--- src/rtl/piggy_report_rx_pkg.sv ---
// piggy_pkg: shared constants, state types and the coin-total helper for the
// piggy-bank report receiver (UART byte receiver + frame parser).
package piggy_pkg;

    localparam logic [7:0] CHAR_0  = 8'h30;
    localparam logic [7:0] CHAR_9  = 8'h39;
    localparam logic [7:0] CHAR_CR = 8'h0D;
    localparam logic [7:0] CHAR_LF = 8'h0A;

    localparam int FRAME_LEN  = 14;
    localparam int NUM_FIELDS = 4;
    localparam int AMT_W      = 8;
    localparam int ACC_W      = 10;
    localparam int TOTAL_W    = 13;

    localparam int W10 = 10;
    localparam int W5  = 5;
    localparam int W2  = 2;
    localparam int W1  = 1;

    typedef enum logic [1:0] {IDLE, START, DATA, STOP} bit_state_e;
    typedef enum logic {PARSE, RESYNC} parse_state_e;

    // Weighted sum of the four coin counts; max 255*18 = 4590 fits in 13 bits.
    function automatic logic [TOTAL_W-1:0] coin_total(
        input logic [AMT_W-1:0] a10,
        input logic [AMT_W-1:0] a5,
        input logic [AMT_W-1:0] a2,
        input logic [AMT_W-1:0] a1
    );
        return TOTAL_W'(a10) * TOTAL_W'(W10)
             + TOTAL_W'(a5)  * TOTAL_W'(W5)
             + TOTAL_W'(a2)  * TOTAL_W'(W2)
             + TOTAL_W'(a1)  * TOTAL_W'(W1);
    endfunction

endpackage

--- src/rtl/piggy_report_rx_if.sv ---
// piggy_report_rx_if: serial input plus decoded report outputs.
//   master : receiver side (consumes i_Rx_Serial, drives the report)
//   slave  : line driver / report consumer side
interface piggy_report_rx_if;
    logic                          i_Rx_Serial;
    logic [7:0]                    o_amount10;
    logic [7:0]                    o_amount5;
    logic [7:0]                    o_amount2;
    logic [7:0]                    o_amount1;
    logic [piggy_pkg::TOTAL_W-1:0] o_total;
    logic                          o_frame_valid;
    logic                          o_frame_error;
    logic                          o_rx_byte_valid;
    logic [7:0]                    o_rx_byte;

    modport master (
        input  i_Rx_Serial,
        output o_amount10, o_amount5, o_amount2, o_amount1, o_total,
        output o_frame_valid, o_frame_error, o_rx_byte_valid, o_rx_byte
    );

    modport slave (
        output i_Rx_Serial,
        input  o_amount10, o_amount5, o_amount2, o_amount1, o_total,
        input  o_frame_valid, o_frame_error, o_rx_byte_valid, o_rx_byte
    );
endinterface

--- src/rtl/piggy_report_rx_uart_rx_byte.sv ---
// uart_rx_byte: 8N1 UART byte receiver with 2-flop line synchroniser.
// Ports: clk, reset (sync, active-high), rx_serial (raw line),
//        rx_byte / rx_byte_valid (registered byte + one-cycle strobe),
//        framing_error (one-cycle strobe when the stop bit samples low).
//
// state | meaning
// IDLE  | line idle, waiting for a low level
// START | timing to mid start bit, rejecting glitches
// DATA  | sampling 8 data bits at bit centres, LSB first
// STOP  | sampling the stop bit, then straight back to IDLE
module uart_rx_byte
    import piggy_pkg::*;
#(
    parameter int CLKS_PER_BIT = 87
) (
    input  logic       clk,
    input  logic       reset,
    input  logic       rx_serial,
    output logic [7:0] rx_byte,
    output logic       rx_byte_valid,
    output logic       framing_error
);
    localparam int CNT_W = $clog2(CLKS_PER_BIT);
    localparam logic [CNT_W-1:0] HALF_TC = CNT_W'(CLKS_PER_BIT / 2 - 1);
    localparam logic [CNT_W-1:0] FULL_TC = CNT_W'(CLKS_PER_BIT - 1);

    logic             sync1_q, sync2_q;
    bit_state_e       state_q, state_d;
    logic [CNT_W-1:0] cnt_q, cnt_d;
    logic [2:0]       bit_idx_q, bit_idx_d;
    logic [7:0]       shift_q, shift_d;
    logic [7:0]       byte_q, byte_d;
    logic             valid_q, valid_d;
    logic             ferr_q, ferr_d;

    // Down-counter reloads on every phase change; sampling happens at zero.
    always_comb begin
        state_d   = state_q;
        cnt_d     = cnt_q;
        bit_idx_d = bit_idx_q;
        shift_d   = shift_q;
        byte_d    = byte_q;
        valid_d   = 1'b0;
        ferr_d    = 1'b0;
        case (state_q)
            IDLE: begin
                if (!sync2_q) begin
                    state_d = START;
                    cnt_d   = HALF_TC;
                end
            end
            START: begin
                if (cnt_q == '0) begin
                    if (sync2_q) begin
                        state_d = IDLE;
                    end else begin
                        state_d   = DATA;
                        cnt_d     = FULL_TC;
                        bit_idx_d = 3'd0;
                    end
                end else begin
                    cnt_d = cnt_q - CNT_W'(1);
                end
            end
            DATA: begin
                if (cnt_q == '0) begin
                    shift_d = {sync2_q, shift_q[7:1]};
                    cnt_d   = FULL_TC;
                    if (bit_idx_q == 3'd7) begin
                        state_d = STOP;
                    end else begin
                        bit_idx_d = bit_idx_q + 3'd1;
                    end
                end else begin
                    cnt_d = cnt_q - CNT_W'(1);
                end
            end
            STOP: begin
                if (cnt_q == '0) begin
                    state_d = IDLE;
                    if (sync2_q) begin
                        valid_d = 1'b1;
                        byte_d  = shift_q;
                    end else begin
                        ferr_d = 1'b1;
                    end
                end else begin
                    cnt_d = cnt_q - CNT_W'(1);
                end
            end
            default: state_d = IDLE;
        endcase
    end

    always_ff @(posedge clk) begin
        if (reset) begin
            sync1_q   <= 1'b1;
            sync2_q   <= 1'b1;
            state_q   <= IDLE;
            cnt_q     <= '0;
            bit_idx_q <= 3'd0;
            shift_q   <= 8'd0;
            byte_q    <= 8'd0;
            valid_q   <= 1'b0;
            ferr_q    <= 1'b0;
        end else begin
            sync1_q   <= rx_serial;
            sync2_q   <= sync1_q;
            state_q   <= state_d;
            cnt_q     <= cnt_d;
            bit_idx_q <= bit_idx_d;
            shift_q   <= shift_d;
            byte_q    <= byte_d;
            valid_q   <= valid_d;
            ferr_q    <= ferr_d;
        end
    end

    assign rx_byte       = byte_q;
    assign rx_byte_valid = valid_q;
    assign framing_error = ferr_q;

endmodule

--- src/rtl/piggy_report_rx.sv ---
// piggy_report_rx: receives the piggy-bank serial report, parses the 14-byte
// frame "d10 d5 d2 d1 CR LF" (3 ASCII digits per field) and presents the last
// valid coin counts and their baht total.
// Ports: clk, reset (sync, active-high), bus (piggy_report_rx_if.master):
//        i_Rx_Serial in; amounts, o_total, frame/byte strobes and o_rx_byte out.
//
// state  | meaning
// PARSE  | accepting frame bytes at index 0..13
// RESYNC | frame already flagged bad, dropping bytes until LF
module piggy_report_rx
    import piggy_pkg::*;
#(
    parameter int CLKS_PER_BIT = 87,
    parameter int FRAME_DIGITS = 3
) (
    input logic               clk,
    input logic               reset,
    piggy_report_rx_if.master bus
);
    localparam logic [3:0] CR_IDX = 4'(NUM_FIELDS * FRAME_DIGITS);
    localparam logic [3:0] LF_IDX = 4'(FRAME_LEN - 1);

    logic [7:0] rx_byte;
    logic       rx_byte_valid;
    logic       rx_ferr;

    uart_rx_byte #(
        .CLKS_PER_BIT(CLKS_PER_BIT)
    ) u_uart_rx_byte (
        .clk          (clk),
        .reset        (reset),
        .rx_serial    (bus.i_Rx_Serial),
        .rx_byte      (rx_byte),
        .rx_byte_valid(rx_byte_valid),
        .framing_error(rx_ferr)
    );

    parse_state_e         pstate_q, pstate_d;
    logic [3:0]           idx_q, idx_d;
    logic [ACC_W-1:0]     acc_q [NUM_FIELDS];
    logic [ACC_W-1:0]     acc_d [NUM_FIELDS];
    logic [AMT_W-1:0]     amt_q [NUM_FIELDS];
    logic [AMT_W-1:0]     amt_d [NUM_FIELDS];
    logic [TOTAL_W-1:0]   total_q, total_d;
    logic                 fv_q, fv_d;
    logic                 fe_q, fe_d;

    logic [1:0]           fld, pos;
    logic                 is_digit;
    logic [3:0]           digit;
    logic [ACC_W-1:0]     acc_base, acc_new;

    assign fld      = 2'(idx_q / 4'(FRAME_DIGITS));
    assign pos      = 2'(idx_q % 4'(FRAME_DIGITS));
    assign is_digit = (rx_byte >= CHAR_0) && (rx_byte <= CHAR_9);
    // ASCII '0'..'9' are 0x30..0x39, so the low nibble is the digit value.
    assign digit    = rx_byte[3:0];
    // First digit of a field restarts its accumulator.
    assign acc_base = (pos == 2'd0) ? '0 : acc_q[fld];
    assign acc_new  = acc_base * ACC_W'(10) + ACC_W'(digit);

    always_comb begin
        pstate_d = pstate_q;
        idx_d    = idx_q;
        acc_d    = acc_q;
        amt_d    = amt_q;
        total_d  = total_q;
        fv_d     = 1'b0;
        fe_d     = 1'b0;
        if (pstate_q == PARSE) begin
            if (rx_ferr) begin
                fe_d     = 1'b1;
                pstate_d = RESYNC;
            end else if (rx_byte_valid) begin
                if (rx_byte == CHAR_LF) begin
                    // An early LF is already a frame boundary: no RESYNC needed.
                    idx_d = 4'd0;
                    if (idx_q == LF_IDX) begin
                        for (int i = 0; i < NUM_FIELDS; i++) begin
                            amt_d[i] = acc_q[i][AMT_W-1:0];
                        end
                        total_d = coin_total(acc_q[0][AMT_W-1:0], acc_q[1][AMT_W-1:0],
                                             acc_q[2][AMT_W-1:0], acc_q[3][AMT_W-1:0]);
                        fv_d    = 1'b1;
                    end else begin
                        fe_d = 1'b1;
                    end
                end else if (idx_q < CR_IDX) begin
                    if (!is_digit ||
                        ((pos == 2'(FRAME_DIGITS - 1)) && (acc_new > ACC_W'(255)))) begin
                        fe_d     = 1'b1;
                        pstate_d = RESYNC;
                    end else begin
                        acc_d[fld] = acc_new;
                        idx_d      = idx_q + 4'd1;
                    end
                end else if ((idx_q == CR_IDX) && (rx_byte == CHAR_CR)) begin
                    idx_d = idx_q + 4'd1;
                end else begin
                    fe_d     = 1'b1;
                    pstate_d = RESYNC;
                end
            end
        end else begin
            if (rx_byte_valid && (rx_byte == CHAR_LF)) begin
                pstate_d = PARSE;
                idx_d    = 4'd0;
            end
        end
    end

    always_ff @(posedge clk) begin
        if (reset) begin
            pstate_q <= PARSE;
            idx_q    <= 4'd0;
            for (int i = 0; i < NUM_FIELDS; i++) begin
                acc_q[i] <= '0;
                amt_q[i] <= '0;
            end
            total_q  <= '0;
            fv_q     <= 1'b0;
            fe_q     <= 1'b0;
        end else begin
            pstate_q <= pstate_d;
            idx_q    <= idx_d;
            acc_q    <= acc_d;
            amt_q    <= amt_d;
            total_q  <= total_d;
            fv_q     <= fv_d;
            fe_q     <= fe_d;
        end
    end

    assign bus.o_amount10      = amt_q[0];
    assign bus.o_amount5       = amt_q[1];
    assign bus.o_amount2       = amt_q[2];
    assign bus.o_amount1       = amt_q[3];
    assign bus.o_total         = total_q;
    assign bus.o_frame_valid   = fv_q;
    assign bus.o_frame_error   = fe_q;
    assign bus.o_rx_byte_valid = rx_byte_valid;
    assign bus.o_rx_byte       = rx_byte;

endmodule

--- src/flat_wrapper.sv ---
// flat-port wrapper written by rule: the top's interface ports become plain ports
module piggy_report_rx_flat import piggy_pkg::*;
#(
    parameter int CLKS_PER_BIT = 87,
    parameter int FRAME_DIGITS = 3
)
  (clk, reset, bus_i_Rx_Serial, bus_o_amount10, bus_o_amount5, bus_o_amount2, bus_o_amount1, bus_o_total, bus_o_frame_valid, bus_o_frame_error, bus_o_rx_byte_valid, bus_o_rx_byte);
  piggy_report_rx_if bus_i ();
  input logic clk;
  input logic reset;
  input wire logic [$bits(bus_i.i_Rx_Serial)-1:0] bus_i_Rx_Serial;
  output wire logic [$bits(bus_i.o_amount10)-1:0] bus_o_amount10;
  output wire logic [$bits(bus_i.o_amount5)-1:0] bus_o_amount5;
  output wire logic [$bits(bus_i.o_amount2)-1:0] bus_o_amount2;
  output wire logic [$bits(bus_i.o_amount1)-1:0] bus_o_amount1;
  output wire logic [$bits(bus_i.o_total)-1:0] bus_o_total;
  output wire logic [$bits(bus_i.o_frame_valid)-1:0] bus_o_frame_valid;
  output wire logic [$bits(bus_i.o_frame_error)-1:0] bus_o_frame_error;
  output wire logic [$bits(bus_i.o_rx_byte_valid)-1:0] bus_o_rx_byte_valid;
  output wire logic [$bits(bus_i.o_rx_byte)-1:0] bus_o_rx_byte;
  assign bus_i.i_Rx_Serial = bus_i_Rx_Serial;
  assign bus_o_amount10 = bus_i.o_amount10;
  assign bus_o_amount5 = bus_i.o_amount5;
  assign bus_o_amount2 = bus_i.o_amount2;
  assign bus_o_amount1 = bus_i.o_amount1;
  assign bus_o_total = bus_i.o_total;
  assign bus_o_frame_valid = bus_i.o_frame_valid;
  assign bus_o_frame_error = bus_i.o_frame_error;
  assign bus_o_rx_byte_valid = bus_i.o_rx_byte_valid;
  assign bus_o_rx_byte = bus_i.o_rx_byte;
  piggy_report_rx #(.CLKS_PER_BIT(CLKS_PER_BIT), .FRAME_DIGITS(FRAME_DIGITS)) u_core (.clk(clk), .reset(reset), .bus(bus_i));
endmodule
--- config.mk ---
export PLATFORM = sky130hd
export DESIGN_NAME = piggy_report_rx_flat
export DESIGN_NICKNAME = d
export VERILOG_FILES = /design/src/rtl/piggy_report_rx_pkg.sv /design/src/rtl/piggy_report_rx_if.sv /design/src/rtl/piggy_report_rx_uart_rx_byte.sv /design/src/rtl/piggy_report_rx.sv /design/src/flat_wrapper.sv
export SDC_FILE = /design/constraint.sdc
export NUM_CORES = 1
export LEC_CHECK = 0
export BUFFER_PORTS_ARGS = -buffer_cell sky130_fd_sc_hd__clkbuf_2
export CELL_PAD_IN_SITES_DETAIL_PLACEMENT = 1
export CELL_PAD_IN_SITES_GLOBAL_PLACEMENT = 2
export CORE_ASPECT_RATIO = 0.75
export CORE_MARGIN = 1.5
export CORE_UTILIZATION = 37
export DETAILED_ROUTE_END_ITERATION = 10
export PLACE_DENSITY = 0.9
export SLEW_MARGIN = 30
export SYNTH_ARGS = -nofsm -noshare
export SYNTH_HDL_FRONTEND = slang
export SYNTH_SLANG_ARGS = --single-unit
--- constraint.sdc ---
create_clock -name clk -period 7.7 [get_ports clk]
set_input_delay 1.155 -clock clk [delete_from_list [all_inputs] [get_ports clk]]
set_output_delay 1.155 -clock clk [all_outputs]
set_load 0.005 [all_outputs]
==> results of run 1 <==
## layer usage
| layer | part of all wire, % | track usage, % | vias up |
|---|---|---|---|
| met1 | 51 | 29.3 | 2945 |
| li1 | - | - | 2986 |
| met3 | 4.4 | 4.33 | 22 |
| met2 | 44 | 31.5 | 131 |
| met5 | 0 | 0 | - |
| met4 | 1.2 | 5.34 | 0 |
## where the power goes
group          internal, uW  switching [uW]  leakage (uW)
sequential              627            5.67      0.000967
clock                   486             308      0.000287
combinational          25.5            52.9       0.00240
total                  1140             367       0.00366
## critical path, cell delays in order (launching register included)
cell	delay, ns
dfxtp_1	0.45
inv_2	0.14
nor2_1	0.14
ha_1	0.16
inv_1	0.04
ha_1	0.27
nand3_1	0.14
nand2_1	0.08
inv_1	0.06
ha_1	0.24
inv_1	0.08
o31ai_2	0.11
mux2i_1	0.68
o211ai_1	0.36
xor2_1	0.24
ha_1	0.26
fa_1	0.42
xor2_1	0.28
nand4_1	0.21
nor4_1	0.34
xor2_1	0.25
and4_1	0.26
or3_4	0.16
nand3_2	0.25
or2_1	0.46
a31o_1	0.27
## Yosys cell counts (2+ instances only)
cell	instances	share of area, %
a211oi_1	7	0.73
o21a_1	4	0.42
nand3b_1	3	0.31
and2_1	6	0.52
ha_1	62	11
mux2i_1	34	4.7
fa_1	25	7.0
xor2_1	10	1.2
o221ai_1	2	0.24
dfxtp_1	120	34
nand4_1	3	0.26
o21ba_2	2	0.28
o211ai_1	3	0.31
nor4b_1	3	0.37
a21o_1	9	0.94
a31o_1	9	1.1
nor2_1	72	3.8
clkbuf_1	32	1.7
a31oi_1	6	0.52
buf_2	4	0.28
a21oi_1	80	5.6
or2_2	3	0.26
buf_4	3	0.31
nand3_2	2	0.28
nor3b_1	4	0.42
o21bai_1	5	0.52
o21ai_1	8	0.56
a211oi_2	2	0.35
o21ai_0	23	1.6
nand3_1	17	1.2
nand2_1	134	7.0
nor2b_1	12	1.0
a221oi_1	3	0.37
o31a_1	2	0.24
and4_1	2	0.24
and3_1	5	0.44
inv_1	63	3.3
xnor2_1	13	1.6
nor3_1	20	1.4
nand2b_1	4	0.35
nor4_1	5	0.44
## stage by stage
stage / setup slack [ns] / power [uW] / hold slack [ns]
after global placement: 1.63 / 723 / 0.391
after global routing: 0.547 / 1560 / 0.422
after CTS: 1.26 / 1520 / 0.409
final: 1.23 / 1510 / 0.407
after detailed placement: 1.34 / 725 / 0.395
after floorplan: 1.97 / 701 / 0.389
## path summary, 6_finish.rpt
check / to / slack [ns] / cells past startpoint / start
setup reg to reg: u_core.acc_q[33] / 1.23 / 25 / u_core.idx_q[2]
hold reg to reg: u_core.u_uart_rx_byte.sync2_q / 0.41 / 1 / u_core.u_uart_rx_byte.sync1_q
setup / recovery: u_core.acc_q[33] / 1.23 / 25 / u_core.idx_q[2]
hold / removal: u_core.u_uart_rx_byte.sync2_q / 0.41 / 1 / u_core.u_uart_rx_byte.sync1_q
## state kept, by name, indices dropped and copies added, names as in the netlist, 8 cells and up, named ones only
| register | cells |
|---|---|
| u_core.bus.o_amount1 | 8 |
| u_core.bus.o_amount2 | 8 |
| u_core.u_uart_rx_byte.rx_byte | 8 |
| u_core.bus.o_amount10 | 8 |
| u_core.bus.o_amount5 | 8 |
| u_core.bus.o_total | 13 |
| u_core.u_uart_rx_byte.shift_q | 8 |
| u_core.acc_q | 36 |
## cell families after synthesis
logic type | after synthesis | share of synthesized area [%]
compound gates | 178 | 15.6
xor+xnor | 23 | 2.81
fa+ha+maj | 87 | 17.8
buf+inv | 103 | 5.62
flops | 120 | 33.5
mux | 35 | 4.90
simple gates | 305 | 19.7
## layout make-up
| cell class | instances | area, um2 |
|---|---|---|
| clock buffer | 18 | 439 |
| clock inverter | 14 | 148 |
| fill | 2246 | 10500 |
| inverter | 64 | 240 |
| multi-input combinational | 628 | 4360 |
| sequential | 120 | 2400 |
| tap | 247 | 309 |
| timing repair buffer | 64 | 339 |
==> impl_metrics.toml, run 1 <==
[die]
io_pins = 59
start_util_pct = 38.3
die_area_um2 = 20200
die_w_um = 164
fp-row-count = 43
die_h_um = 124
core_area_um2 = 18700

[placement]
place_inst = 1123
io_buffers = 58
hpwl_um = 14400
post_dp_cell_area_um2 = 7650
gp_congestion = 0.809

[sta]
drv_slew = 0
rsz0062_at_grt = "no"
min_period_ns = 6.47
hold_violations = 0
skew_ns = 0.0105
finalCritPeriodShare_pct = 84.0
max_freq_mhz = 155
setup_violations = 0
tns_ns = 0
worst_slew_pin_slew_ns = 0.723
slew_headroom_pct = 50.4

[clock_network]
cts_made_buffers = 17
cts_tree = "built"
cts-hold-fix-buffers = 0
cts_sinks = 120
cts_resized = 0
clock_latency_ns = 0.42
post_cts_buffers = 0
clockRootBuffer = "clkbuf_16"
clockBufferDepth = 2
htree_num_levels = 4
clk_pin_slew_worst_paths_ns = 0.06

[routing]
drt-wirelength-per-cell_um = 17.2
drtPass1Iterations = 5
drtAntennaViolNets = 0
initialDrtViolationCount = 450
via_count = 6084
drc = 0
viasPerCell = 5.27
drt-total-wl_um = 19800

[logic_synthesis]
synthesis.area_um2 = 7170
ys_warn_count = 0
syn_nets = 941
synth_cell_types = 66
syn_inst = 851
async_flop_share_pct = 0
yosysSeqAreaShare_pct = 33.5
ys_ff_latch = 120
synth_flop_cell = "dfxtp_1"
synth_edf_count = 0
post_synth.cell_area_avg_um2 = 8.42

[cells_and_area]
layout_common_cells = "nand2_1, dfxtp_1, a21oi_1"
nNetsFinal = 985
fin_cells = 1155
syn2layout_area_growth_pct = 15.0
utilization_pct = 44.0
antennaDiodeCount = 0
fin_area_um2 = 8240
final_layout_size_suffix_gt1_share_pct = 12.7
layout_commonest_cell = "nand2_1"

[grt]
grt_usage_pct = 20.6
grt_pass1_vias = 6062
grt_max_degree = 94
grt-ovfl-total = 0
antenna_found_initial = 0
grt_pass1_wl_um = 31900

[worst_setup_path]
cp.arrival_ns = 6.78
crit_fanout = 13
critPathLaunchType = "register"
end_kind = "register"
critPathRequiredTime_ns = 8.01
crit_type = "register to register"

[power_and_ir_drop]
ir_drop_mv = 0.139
power.density_nw_per_um2 = 183
leakage_uw = 0.00366

[job]
drv_cap = 0

[run_status]
outcome = "finished clean"

[worst_hold_path]
hold_class = "register to register"
Power figures use the tool's default switching activity.
==> inputs of run 2 (changes only) <==
- clock period: 7.7 -> 6.3 ns (I/O delays scaled with it)
==> run 2 against run 1 <==
  * Routed wire length grew 1.4%
  * Flip-flop and latch count is the same
  * Count of clock-buffer cells in the layout grew 3
  * Power grew 19%
  * Sequential power grew 22%
  * Utilization grew 0.46 points
  * Maximum frequency grew 9.9%
  * Final cell count grew 0.43%
  * Hold slack gained 0.0091 ns
  * Sequential share of layout area shrank 0.29 points
  * Critical endpoint is now u_core.acc_q[27]
  * Largest power group unchanged
==> impl_metrics.toml, run 2 (synthesis gave the netlist of run 1 again) <==
[sta]
setup_violations = 0
drv_slew = 0
max_freq_mhz = 170
hold_violations = 0
worst_slew_pin_slew_ns = 0.725
finalCritPeriodShare_pct = 93.5
slew_headroom_pct = 51.7
holdWs_ns = 0.416
setup_ws_ns = 0.409
min_period_ns = 5.89
skew_ns = 0.0121

[worst_setup_path]
end_kind = "register"
crit_type = "register to register"
crit_fanout = 14
path_common_cell = "ha_1"
critPathMaxStageDelay_ns = 0.45
cp.arrival_ns = 6.19
critPathRequiredTime_ns = 6.59
startpoint = "u_core.idx_q[2]"
critPathLaunchType = "register"
r2r_start = "u_core.idx_q[2]"
critPathSlowestCell = "fa_1"

[grt]
grt_pass1_wl_um = 32500
grt_max_degree = 94
grt_pass1_vias = 6087
grt_usage_pct = 20.9
grt-ovfl-total = 0
antenna_found_initial = 0

[clock_network]
clock_latency_ns = 0.42
cts_tree = "built"
cts_made_buffers = 17
clockBufferDepth = 2
htree_num_levels = 4
clk_pin_slew_worst_paths_ns = 0.06
clockRootBuffer = "clkbuf_16"
cts_sinks = 120

[power_and_ir_drop]
power.density_nw_per_um2 = 216
leakage_uw = 0.00367
ir_drop_mv = 0.172
finalPower_uw = 1800

[die]
die_w_um = 164
core_area_um2 = 18700
fp-row-count = 43
die_area_um2 = 20200
die_h_um = 124
start_util_pct = 38.3
io_pins = 59

[routing]
drt-wirelength-per-cell_um = 17.4
via_count = 6103
drc = 0
drtAntennaViolNets = 0
drt-total-wl_um = 20100
initialDrtViolationCount = 380
viasPerCell = 5.26
drtPass1Iterations = 5

[cells_and_area]
syn2layout_area_growth_pct = 16.2
top_register = "u_core.acc_q"
largest_register_ffs = 36
layout_commonest_cell = "nand2_1"
nNetsFinal = 991
utilization_pct = 44.5
fillers = 2244
antennaDiodeCount = 0
final_layout_size_suffix_gt1_share_pct = 13.7
layout_common_cells = "nand2_1, dfxtp_1, a21oi_1"

[placement]
hpwl_um = 14600
gp_congestion = 0.860
io_buffers = 58
pre_cts_ws_ns = 0.270

[worst_hold_path]
hold_class = "register to register"
min_from = "u_core.u_uart_rx_byte.sync1_q"

[run_status]
outcome = "finished clean"

[job]
drv_cap = 0
[run 2: cell count changes in the layout (fill, tap and decap cells not counted), moves of 2 or more]
cell      delta
buf_4        +5
clkbuf_1     +2
clkinv_2     -2
clkinv_4     +2
inv_6        -3
xor2_1       -2
xor2_2       +2
[run 2: worst paths after layout]
| path | to | slack (ns) | cells past startpoint |
|---|---|---|---|
| hold / removal | u_core.u_uart_rx_byte.sync2_q | 0.42 | 1 |
| setup reg to reg | u_core.acc_q[27] | 0.41 | 29 |
| setup / recovery | u_core.acc_q[27] | 0.41 | 29 |
| hold reg to reg | u_core.u_uart_rx_byte.sync2_q | 0.42 | 1 |
[run 2: through the flow]
stage          std cells  area (um2)  TNS (ns)
2_1_floorplan        851        7170         0
3_3_place_gp        1127        7680         0
3_5_place_dp        1127        7680         0
4_1_cts             1158        8240         0
5_1_grt             1160        8330    -0.106
6_report            1160        8330         0
[run 2: final cells by class]
class                           instances  area (um2)  area share (%)
Multi-Input combinational cell        628        4420            53.1
Sequential cell                       120        2400            28.9
Clock buffer                           21         460            5.53
Timing Repair Buffer                   70         397            4.76
Tap cell                              247         309            3.71
Inverter                               64         240            2.89
Clock inverter                         10        98.8            1.19
[run 2: routing by layer]
metal | wire, um | up-vias | global-route usage, %
met3 | 927 | 14 | 4.86
li1 | - | 3006 | -
met1 | 10300 | 2984 | 30.0
met2 | 8790 | 99 | 31.5
met5 | 0 | - | 0
met4 | 157 | 0 | 5.23
[run 2: critical path, delay by kind of cell, from the launching register on]
family	cells	cell delay, ns
fa+ha+maj	6	1.59
buf+inv	6	0.85
flops	1	0.35
xor+xnor	2	0.34
mux	2	0.31
simple gates	12	2.05
compound gates	1	0.27
[run 2: report_power, final]
group	internal, uW	total [uW]	switching (uW)	leakage [uW]
Sequential	766	772	6.48	0.000968
Combinational	31.3	97.0	65.8	0.00243
Clock	562	927	365	0.000269
Total	1360	1800	437	0.00367
[run 2: what timing repair did]
action / CTS / global route
endpoints found under the hold margin: 0 / 0
setup buffers: 0 / 2
hold buffers: 0 / 0
setup endpoints to repair: 0 / 39
gates resized for setup: 0 / 10
